`src/rtl/axi_aw_arbiter_if.sv`:
```
// ============================================================================
// Module   : axi_aw_arbiter_if
// Purpose  : AXI4 write-address channel bundle (addr/len/size/burst/valid/ready)
// Revision : 1.0 - initial release
// ============================================================================
`default_nettype none

interface axi_aw_arbiter_if #(
  parameter int ADDR_WIDTH = 12
);
  logic [ADDR_WIDTH-1:0] awaddr;
  logic [7:0]            awlen;
  logic [2:0]            awsize;
  logic [1:0]            awburst;
  logic                  awvalid;
  logic                  awready;

  // Issuer of AW transactions
  modport master (
    output awaddr, awlen, awsize, awburst, awvalid,
    input  awready
  );

  // Acceptor of AW transactions
  modport slave (
    input  awaddr, awlen, awsize, awburst, awvalid,
    output awready
  );
endinterface

`default_nettype wire

```
`src/rtl/axi_aw_arbiter.sv`:
```
// ============================================================================
// Module   : axi_aw_arbiter
// Purpose  : Round-robin AW arbiter for two masters with an in-order grant FIFO
// Revision : 1.0 - initial release
// ============================================================================
`default_nettype none

module axi_aw_arbiter #(
  parameter int ADDR_WIDTH  = 12,
  parameter int ORDER_DEPTH = 4
) (
  input  logic                         clk,
  input  logic                         reset,
  axi_aw_arbiter_if.slave              s0,
  axi_aw_arbiter_if.slave              s1,
  axi_aw_arbiter_if.master             m,
  output logic                         o_order_id,
  output logic                         o_order_valid,
  input  logic                         i_order_pop,
  output logic [$clog2(ORDER_DEPTH):0] o_outstanding
);

  localparam int                 c_PTR_W = $clog2(ORDER_DEPTH);
  localparam logic [c_PTR_W:0]   c_DEPTH = (c_PTR_W + 1)'(ORDER_DEPTH);

  localparam logic [0:0] c_IDLE  = 1'b0;
  localparam logic [0:0] c_GRANT = 1'b1;

  if ((ORDER_DEPTH < 2) || ((ORDER_DEPTH & (ORDER_DEPTH - 1)) != 0)) begin : g_bad_depth
    $error("ORDER_DEPTH must be a power of two and at least 2");
  end

  logic [0:0]             r_state;
  logic                   r_sel;
  logic                   r_last_grant;
  logic [ORDER_DEPTH-1:0] r_fifo;
  logic [c_PTR_W-1:0]     r_rd_ptr;
  logic [c_PTR_W-1:0]     r_wr_ptr;
  logic [c_PTR_W:0]       r_count;

  logic [0:0]             w_state_nxt;
  logic                   w_sel_nxt;
  logic                   w_pick;
  logic                   w_any_req;
  logic                   w_full;
  logic                   w_granting;
  logic                   w_sel_valid;
  logic                   w_push;
  logic                   w_pop;

  assign w_any_req   = s0.awvalid | s1.awvalid;
  assign w_full      = (r_count == c_DEPTH);
  assign w_granting  = (r_state == c_GRANT);
  assign w_sel_valid = r_sel ? s1.awvalid : s0.awvalid;

  // Tie goes to whichever master did not win last; last_grant resets to 1 so s0 wins first
  always_comb begin
    w_pick = 1'b0;
    if (s0.awvalid && s1.awvalid) begin
      w_pick = ~r_last_grant;
    end else if (s1.awvalid) begin
      w_pick = 1'b1;
    end
  end

  always_comb begin
    w_state_nxt = r_state;
    w_sel_nxt   = r_sel;
    case (r_state)
      c_IDLE: begin
        if (!w_full && w_any_req) begin
          w_state_nxt = c_GRANT;
          w_sel_nxt   = w_pick;
        end
      end
      c_GRANT: begin
        if (w_push) begin
          w_state_nxt = c_IDLE;
        end
      end
      default: begin
        w_state_nxt = c_IDLE;
      end
    endcase
  end

  // Downstream fields follow the locked selection; ready is a pure pass-through
  assign m.awaddr   = r_sel ? s1.awaddr  : s0.awaddr;
  assign m.awlen    = r_sel ? s1.awlen   : s0.awlen;
  assign m.awsize   = r_sel ? s1.awsize  : s0.awsize;
  assign m.awburst  = r_sel ? s1.awburst : s0.awburst;
  assign m.awvalid  = w_granting & w_sel_valid;
  assign s0.awready = w_granting & ~r_sel & m.awready;
  assign s1.awready = w_granting &  r_sel & m.awready;

  assign w_push = w_granting & m.awvalid & m.awready;
  assign w_pop  = i_order_pop & (r_count != '0);

  always_ff @(posedge clk) begin
    if (reset) begin
      r_state      <= c_IDLE;
      r_sel        <= 1'b0;
      r_last_grant <= 1'b1;
    end else begin
      r_state <= w_state_nxt;
      r_sel   <= w_sel_nxt;
      if (w_push) begin
        r_last_grant <= r_sel;
      end
    end
  end

  always_ff @(posedge clk) begin
    if (reset) begin
      r_fifo   <= '0;
      r_rd_ptr <= '0;
      r_wr_ptr <= '0;
      r_count  <= '0;
    end else begin
      if (w_push) begin
        r_fifo[r_wr_ptr] <= r_sel;
        r_wr_ptr         <= r_wr_ptr + 1'b1;
      end
      if (w_pop) begin
        r_rd_ptr <= r_rd_ptr + 1'b1;
      end
      case ({w_push, w_pop})
        2'b10:   r_count <= r_count + 1'b1;
        2'b01:   r_count <= r_count - 1'b1;
        default: r_count <= r_count;
      endcase
    end
  end

  assign o_order_id    = r_fifo[r_rd_ptr];
  assign o_order_valid = (r_count != '0);
  assign o_outstanding = r_count;

  a_count_bound: assert property (@(posedge clk) r_count <= c_DEPTH);

  a_one_ready: assert property (@(posedge clk) !(s0.awready && s1.awready));

  a_hold_stable: assert property (@(posedge clk)
    (!reset && m.awvalid && !m.awready) |=>
      (reset || ($stable(m.awaddr) && $stable(m.awlen) && $stable(m.awsize) &&
                 $stable(m.awburst) && m.awvalid)));

  a_idle_after_reset: assert property (@(posedge clk) reset |=> !m.awvalid);

  // A granted master withdrawing valid before its handshake breaks AXI ordering rules
  a_grant_held: assert property (@(posedge clk) (!reset && w_granting) |-> w_sel_valid);

  a_pop_nonempty: assert property (@(posedge clk) (!reset && i_order_pop) |-> (r_count != '0));

endmodule

`default_nettype wire

```
`src/flat_wrapper.sv`:
```
// flat-port wrapper written by rule: the top's interface ports become plain ports
module axi_aw_arbiter_flat 
#(
  parameter int ADDR_WIDTH  = 12,
  parameter int ORDER_DEPTH = 4
)
  (clk, reset, o_order_id, o_order_valid, i_order_pop, o_outstanding, s0_awaddr, s0_awlen, s0_awsize, s0_awburst, s0_awvalid, s0_awready, s1_awaddr, s1_awlen, s1_awsize, s1_awburst, s1_awvalid, s1_awready, m_awaddr, m_awlen, m_awsize, m_awburst, m_awvalid, m_awready);
  axi_aw_arbiter_if #(.ADDR_WIDTH(ADDR_WIDTH)) s0_i ();
  axi_aw_arbiter_if #(.ADDR_WIDTH(ADDR_WIDTH)) s1_i ();
  axi_aw_arbiter_if #(.ADDR_WIDTH(ADDR_WIDTH)) m_i ();
  input  logic clk;
  input  logic reset;
  output logic o_order_id;
  output logic o_order_valid;
  input  logic i_order_pop;
  output logic [$clog2(ORDER_DEPTH):0] o_outstanding;
  input wire logic [$bits(s0_i.awaddr)-1:0] s0_awaddr;
  input wire logic [$bits(s0_i.awlen)-1:0] s0_awlen;
  input wire logic [$bits(s0_i.awsize)-1:0] s0_awsize;
  input wire logic [$bits(s0_i.awburst)-1:0] s0_awburst;
  input wire logic [$bits(s0_i.awvalid)-1:0] s0_awvalid;
  output wire logic [$bits(s0_i.awready)-1:0] s0_awready;
  input wire logic [$bits(s1_i.awaddr)-1:0] s1_awaddr;
  input wire logic [$bits(s1_i.awlen)-1:0] s1_awlen;
  input wire logic [$bits(s1_i.awsize)-1:0] s1_awsize;
  input wire logic [$bits(s1_i.awburst)-1:0] s1_awburst;
  input wire logic [$bits(s1_i.awvalid)-1:0] s1_awvalid;
  output wire logic [$bits(s1_i.awready)-1:0] s1_awready;
  output wire logic [$bits(m_i.awaddr)-1:0] m_awaddr;
  output wire logic [$bits(m_i.awlen)-1:0] m_awlen;
  output wire logic [$bits(m_i.awsize)-1:0] m_awsize;
  output wire logic [$bits(m_i.awburst)-1:0] m_awburst;
  output wire logic [$bits(m_i.awvalid)-1:0] m_awvalid;
  input wire logic [$bits(m_i.awready)-1:0] m_awready;
  assign s0_i.awaddr = s0_awaddr;
  assign s0_i.awlen = s0_awlen;
  assign s0_i.awsize = s0_awsize;
  assign s0_i.awburst = s0_awburst;
  assign s0_i.awvalid = s0_awvalid;
  assign s0_awready = s0_i.awready;
  assign s1_i.awaddr = s1_awaddr;
  assign s1_i.awlen = s1_awlen;
  assign s1_i.awsize = s1_awsize;
  assign s1_i.awburst = s1_awburst;
  assign s1_i.awvalid = s1_awvalid;
  assign s1_awready = s1_i.awready;
  assign m_awaddr = m_i.awaddr;
  assign m_awlen = m_i.awlen;
  assign m_awsize = m_i.awsize;
  assign m_awburst = m_i.awburst;
  assign m_awvalid = m_i.awvalid;
  assign m_i.awready = m_awready;
  axi_aw_arbiter #(.ADDR_WIDTH(ADDR_WIDTH), .ORDER_DEPTH(ORDER_DEPTH)) u_core (.clk(clk), .reset(reset), .s0(s0_i), .s1(s1_i), .m(m_i), .o_order_id(o_order_id), .o_order_valid(o_order_valid), .i_order_pop(i_order_pop), .o_outstanding(o_outstanding));
endmodule
```
`config.mk`:
```
export PLATFORM = sky130hd
export DESIGN_NAME = axi_aw_arbiter_flat
export DESIGN_NICKNAME = d
export VERILOG_FILES = /design/src/rtl/axi_aw_arbiter_if.sv /design/src/rtl/axi_aw_arbiter.sv /design/src/flat_wrapper.sv
export SDC_FILE = /design/constraint.sdc
export NUM_CORES = 1
export LEC_CHECK = 0
export BUFFER_PORTS_ARGS = -buffer_cell sky130_fd_sc_hd__buf_2
export CAP_MARGIN = 30
export CORE_UTILIZATION = 30
export DETAILED_ROUTE_END_ITERATION = 16
export HOLD_SLACK_MARGIN = 0.03
export SLEW_MARGIN = 5
export SYNTH_ARGS = -nofsm -noshare
export SYNTH_HDL_FRONTEND = slang
export SYNTH_SLANG_ARGS = --single-unit
```
`constraint.sdc`:
```
create_clock -name clk -period 2.7 [get_ports clk]
set_input_delay 0.27 -clock clk [delete_from_list [all_inputs] [get_ports clk]]
set_output_delay 0.27 -clock clk [all_outputs]
set_load 0.01 [all_outputs]
```
==> flow_metrics.tcl, run 1 <==
set metrics [dict create \
    post-synth-top-area-fraction 0.273 \
    timing_max_transition_violations_final 0 \
    crit_path_start_kind "flip-flop" \
    clockRootBuffer "sky130_fd_sc_hd__clkbuf_4" \
    drt_pre_antenna_iters 4 \
    holdBufCountCts 0 \
    clk_pin_slew_worst_paths_ns 0.09 \
    drtIter0Drc 15 \
    starting_density_of_the_core 0.316 \
    gpl.final_weighted_congestion 0.734 \
    cell_type_with_the_largest_total_area_after_synthesis "sky130_fd_sc_hd__mux2_2" \
    worst_path_most_repeated_cell "sky130_fd_sc_hd__inv_1" \
    max-vdd-ir-drop_mv 0.281 \
    criticalPathCategory "reg -> reg" \
    most-common-layout-cells "sky130_fd_sc_hd__buf_2 (88), sky130_fd_sc_hd__mux2_2 (26), sky130_fd_sc_hd__dfxtp_1 (14)" \
    worst_hold_slack_ns 0.305 \
    ys_types 29 \
    die-height_um 61.8 \
    tcrit_tclk_final 0.740 \
    ys_seq_area_frac 0.261 \
    final.setup.tns_ns 0 \
    synthCells 116 \
    worstPathBufferInverterCount 2 \
    number_of_global_route_vias_before_repair 978 \
    fin_skew_ns 0.00635 \
    htree_num_levels 1 \
    worst_hold_path_class "in -> reg" \
    grt_pass1_wl_um 4130 \
    rsz_0062_raised_after_global_routing "no" \
    path_cells "nand2_1, nor2_1, inv_1, ha_1, inv_1, fa_1, xor2_1, or3_1, a21oi_1" \
    remaining_drc_errors 0 \
    synth_top_cells_by_area "sky130_fd_sc_hd__mux2_2 (27%), sky130_fd_sc_hd__dfxtp_1 (26%), sky130_fd_sc_hd__ha_1 (5.8%), sky130_fd_sc_hd__o21ai_0 (3.7%), sky130_fd_sc_hd__nor2_1 (3.5%)" \
    post_route_cells_drive_above_1_share 0.593 \
    antennaDiodeCount 0 \
    slew_headroom 0.719 \
    globalRoute.totalOverflow 0 \
    postSynthNetCount 178 \
    antenna_left 0 \
    power-per-cell-area_nw_per_um2 410 \
    synth_warnings 0 \
    worst_path_fanout_max 12 \
    cts_setup_buffers 0 \
    cts_tree "yes" \
    synthesized_area_per_cell_um2 9.24 \
    drt-total-wl_um 2930 \
    pin_count_of_the_biggest_net_entering_global_routing 31 \
    cts_sinks 14 \
    route.detailed.vias_per_inst 4.57 \
    final_critical_path_setup_slack_ns 0.703 \
    achievable-frequency_mhz 501 \
    dp_worst_setup_slack_ns 0.692 \
    critical-path-top-delay-family "simple AND/OR/NAND/NOR gates" \
    setup.worst_path.end_class "flip-flop" \
    total_cts_buffers 3 \
    power.static_leakage_nw 0.748 \
    drv_cap 0 \
    dominantRegCellSynth "sky130_fd_sc_hd__dfxtp_1" \
    slew_at_the_pin_with_the_worst_max_slew_slack_ns 0.416 \
    hpwlAfterDp_um 2380 \
    count_of_endpoints_failing_hold_in_the_final_timing_report 0 \
    vias 1142 \
    result_of_the_run "finished clean" \
    fp-row-count 21 \
    fill_cells 333 \
    floorplan.die_area_um2 3820 \
    layout.cells.most_common "sky130_fd_sc_hd__buf_2" \
    post_cts.resized_instances 0 \
    synth-edff-count 0 \
    period_needed_ns 2.00 \
    antenna_found_initial 0 \
    die_width_um 61.8 \
    io_buffers 88 \
    critical-path-max-stage-delay_ns 0.41 \
    clock_latency_ns 0.28 \
    area_growth_pct 48.2 \
    cpMaxStageDelayCell "sky130_fd_sc_hd__dfxtp_1" \
    finish.utilization 0.469 \
    async_reset_ff_frac 0 \
    ys_seq_elements 14 \
    timing.final.setup_violations 0 \
    crit_required_ns 2.92 \
    cell_area_after_technology_mapping_um2 1070 \
    global_route.usage.total 0.147 \
    critPathArrivalTime_ns 2.22 \
    route.detailed.wl_per_inst_um 11.7 \
    placeableCoreArea_um2 3390 \
    cts_max_path_buffers 2 \
    ioPinCount 89 \
    nNetsFinal 267 \
]
[layer usage]
metal,GRT usage,vias to the layer above,part of all wire
li1,-,592,-
met1,0.186,506,0.43
met2,0.260,42,0.51
met3,0.0373,2,0.062
met4,0.0190,0,0.0031
met5,0,-,0
[report_power, final]
group | internal [mW] | switching (mW) | total [mW]
clock network | 0.0820 | 0.0658 | 0.148
registers | 0.223 | 0.0234 | 0.246
logic | 0.136 | 0.122 | 0.258
[tightest hold or removal path, cell delays in order]
cell,delay (ns)
sky130_fd_sc_hd__buf_2,0.11
sky130_fd_sc_hd__nand3b_1,0.08
sky130_fd_sc_hd__o32ai_1,0.07
[layout make-up]
class	count	area (um2)	share of cell area
multi-input cells	90	737	0.464
repair buffers	90	455	0.287
flip-flops and latches	14	280	0.176
well taps	46	57.6	0.0362
clock buffers	4	36.3	0.0228
inverters	6	22.5	0.0142
[cell usage after synthesis, drive strengths merged (2+ instances only)]
library cell	instances
xor2	3
dfxtp	14
ha	5
nand2	2
nor2b	4
inv	6
o31ai	4
or3	4
a21oi	5
nor3b	2
nor2	10
clkbuf	2
buf	4
o21ai	8
nand3	4
mux2	26
mux2i	2
[state kept, by name (all words and copies together), names as in the netlist]
register              cells
u_core.r_rd_ptr           2
u_core.o_outstanding      3
u_core.r_state            1
u_core.r_wr_ptr           2
u_core.r_sel              1
u_core.r_last_grant       1
u_core.r_fifo             4
[path summary, 6_finish.rpt]
| path | start | endpoint | slack [ns] | depth (start not counted) |
|---|---|---|---|---|
| max | u_core.r_state | u_core.o_outstanding[2] | 0.70 | 9 |
| min | s1_awvalid | u_core.r_sel | 0.30 | 3 |
| max reg2reg | u_core.r_state | u_core.o_outstanding[2] | 0.70 | 9 |
| min reg2reg | u_core.r_last_grant | u_core.r_last_grant | 0.52 | 2 |
[cell families (layout without fill, tap and decap cells)]
group / after synthesis / after routing / synth area share
DFF: 14 / 14 / 0.261
xor gates and xnor gates: 4 / 4 / 0.0327
muxes: 29 / 29 / 0.313
buffers and inverters: 12 / 100 / 0.0513
AOI/OAI and AO/OA: 20 / 20 / 0.113
and+or+nand+nor: 31 / 31 / 0.152
adders and majority gates: 6 / 6 / 0.0770
[metrics by stage]
step / cell area (um2) / instances / total power, mW
2_1_floorplan: 1070 / 116 / 0.403
3_3_place_gp: 1550 / 246 / 0.508
3_5_place_dp: 1550 / 246 / 0.509
4_1_cts: 1590 / 250 / 0.662
5_1_grt: 1590 / 250 / 0.708
6_report: 1590 / 250 / 0.652
No activity file was read; power rests on OpenSTA's default activity.
==> run 2: changes to the inputs <==
Clock period 2.7 ns to 2.03 ns, I/O delays scaled along.
==> flow_metrics.tcl, run 2 (same netlist as run 1, synthesis figures left out) <==
set metrics [dict create \
    result_of_the_run "finished clean" \
    slew_headroom 0.688 \
    largest_register_ffs 4 \
    most-common-layout-cells "sky130_fd_sc_hd__buf_2 (88), sky130_fd_sc_hd__mux2_2 (26), sky130_fd_sc_hd__dfxtp_1 (13)" \
    critical-path-max-stage-delay_ns 0.36 \
    period_needed_ns 1.95 \
    route.detailed.vias_per_inst 4.55 \
    worst_path_fanout_max 2 \
    pin_count_of_the_biggest_net_entering_global_routing 31 \
    clock_latency_ns 0.28 \
    critPathArrivalTime_ns 2.17 \
    timing_max_transition_violations_final 0 \
    starting_density_of_the_core 0.316 \
    final_critical_path_setup_slack_ns 0.0778 \
    post_dp_cell_area_um2 1590 \
    antenna_left 0 \
    power-per-cell-area_nw_per_um2 545 \
    dp_worst_setup_slack_ns 0.0381 \
    route.detailed.wl_per_inst_um 11.3 \
    htree_num_levels 1 \
    antennaDiodeCount 0 \
    clk_pin_slew_worst_paths_ns 0.08 \
    drtIter0Drc 14 \
    post_route_cells_drive_above_1_share 0.638 \
    power.static_leakage_nw 0.779 \
    registers.top_by_ff_count "u_core.r_fifo" \
    setup.worst_path.end_class "flip-flop" \
    holdBufCountCts 0 \
    antenna_found_initial 0 \
    number_of_global_route_vias_before_repair 973 \
    grt_pass1_wl_um 4170 \
    area_growth_pct 53.9 \
    final.setup.tns_ns 0 \
    crit_path_start_kind "flip-flop" \
    cpMaxStageDelayCell "sky130_fd_sc_hd__dfxtp_2" \
    remaining_drc_errors 0 \
    fill_cells 340 \
    drt_pre_antenna_iters 4 \
    die-height_um 61.8 \
    drt-total-wl_um 2900 \
    hpwlAfterDp_um 2300 \
    cts_tree "yes" \
    timing.final.setup_violations 0 \
    clockRootBuffer "sky130_fd_sc_hd__clkbuf_4" \
    max-vdd-ir-drop_mv 0.450 \
    count_of_endpoints_failing_hold_in_the_final_timing_report 0 \
    path_cells "mux2i_2, nor2_2, inv_1, ha_2, inv_2, fa_2, xor2_1, or3_1, a21oi_2" \
    register_area_um2 282 \
    ioPinCount 89 \
    rsz_0062_raised_after_global_routing "yes" \
    global_route.usage.total 0.147 \
    worst_hold_slack_ns 0.237 \
    nNetsFinal 273 \
    layout.cells.most_common "sky130_fd_sc_hd__buf_2" \
    criticalPathCategory "reg -> reg" \
    floorplan.die_area_um2 3820 \
    worst_hold_path_class "in -> reg" \
    placeableCoreArea_um2 3390 \
    fp-row-count 21 \
    gpl.final_weighted_congestion 0.710 \
    fin_skew_ns 0.00468 \
    total_cts_buffers 3 \
    cts_sinks 14 \
    crit_required_ns 2.25 \
    tcrit_tclk_final 0.962 \
    r2r_slack_ns 0.08 \
    drv_cap 0 \
    io_buffers 88 \
    slew_at_the_pin_with_the_worst_max_slew_slack_ns 0.462 \
    stdcell_area_um2 1650 \
    post-layout-total-power_mw 0.900 \
    globalRoute.totalOverflow 0 \
    multiInputGateArea_um2 752 \
    die_width_um 61.8 \
    achievable-frequency_mhz 512 \
    cts_max_path_buffers 2 \
    vias 1166 \
]
## run 2: cell types whose count changed in the layout (fill, tap and decap cells not counted), sizes merged
cell  delta
buf      +6
## run 2: worst paths after layout
kind                            start                       to  depth (start not counted)
hold reg to reg   u_core.r_last_grant      u_core.r_last_grant                          2
setup / recovery         u_core.r_sel  u_core.o_outstanding[2]                          9
hold / removal             s1_awvalid             u_core.r_sel                          3
setup reg to reg         u_core.r_sel  u_core.o_outstanding[2]                          9
## run 2: timing repair
item                                    4_1_cts  5_1_grt
setup buffers                                 0        1
endpoints found under the setup margin        0        1
hold endpoints to repair                      0        0
gates resized for setup                       0        7
## run 2: area by class of cell
type,instances,share of cell area
clock buffers,4,0.0220
flip-flops and latches,14,0.171
inverters,6,0.0136
well taps,46,0.0349
multi-input cells,90,0.456
repair buffers,96,0.303
## run 2: layer usage
metal  global-route usage  vias to the layer above  part of all wire
met5                    0                        -                 0
met4               0.0286                        0            0.0028
met3               0.0331                        2             0.063
met2                0.250                       42              0.49
met1                0.193                      517              0.44
li1                     -                      605                 -
## run 2: report_power, final
part	leakage (nW)	internal, mW	total, mW	switching [mW]
clock	0.0210	0.109	0.198	0.0888
sequential	0.114	0.296	0.312	0.0156
combinational	0.644	0.205	0.390	0.186
## run 2: critical path: cells and delay by family, from the launching register on
family	cells	cell delay, ns
AOI/OAI and AO/OA	1	0.13
xor gates and xnor gates	1	0.15
adders and majority gates	2	0.51
buffers and inverters	2	0.10
DFF	1	0.36
muxes	1	0.25
and+or+nand+nor	2	0.38
## run 2: metrics by stage
| stage | utilization | instances |
|---|---|---|
| 2_1_floorplan | - | 116 |
| 3_3_place_gp | 0.469 | 251 |
| 3_5_place_dp | 0.469 | 251 |
| 4_1_cts | 0.480 | 255 |
| 5_1_grt | 0.487 | 256 |
| 6_report | 0.487 | 256 |
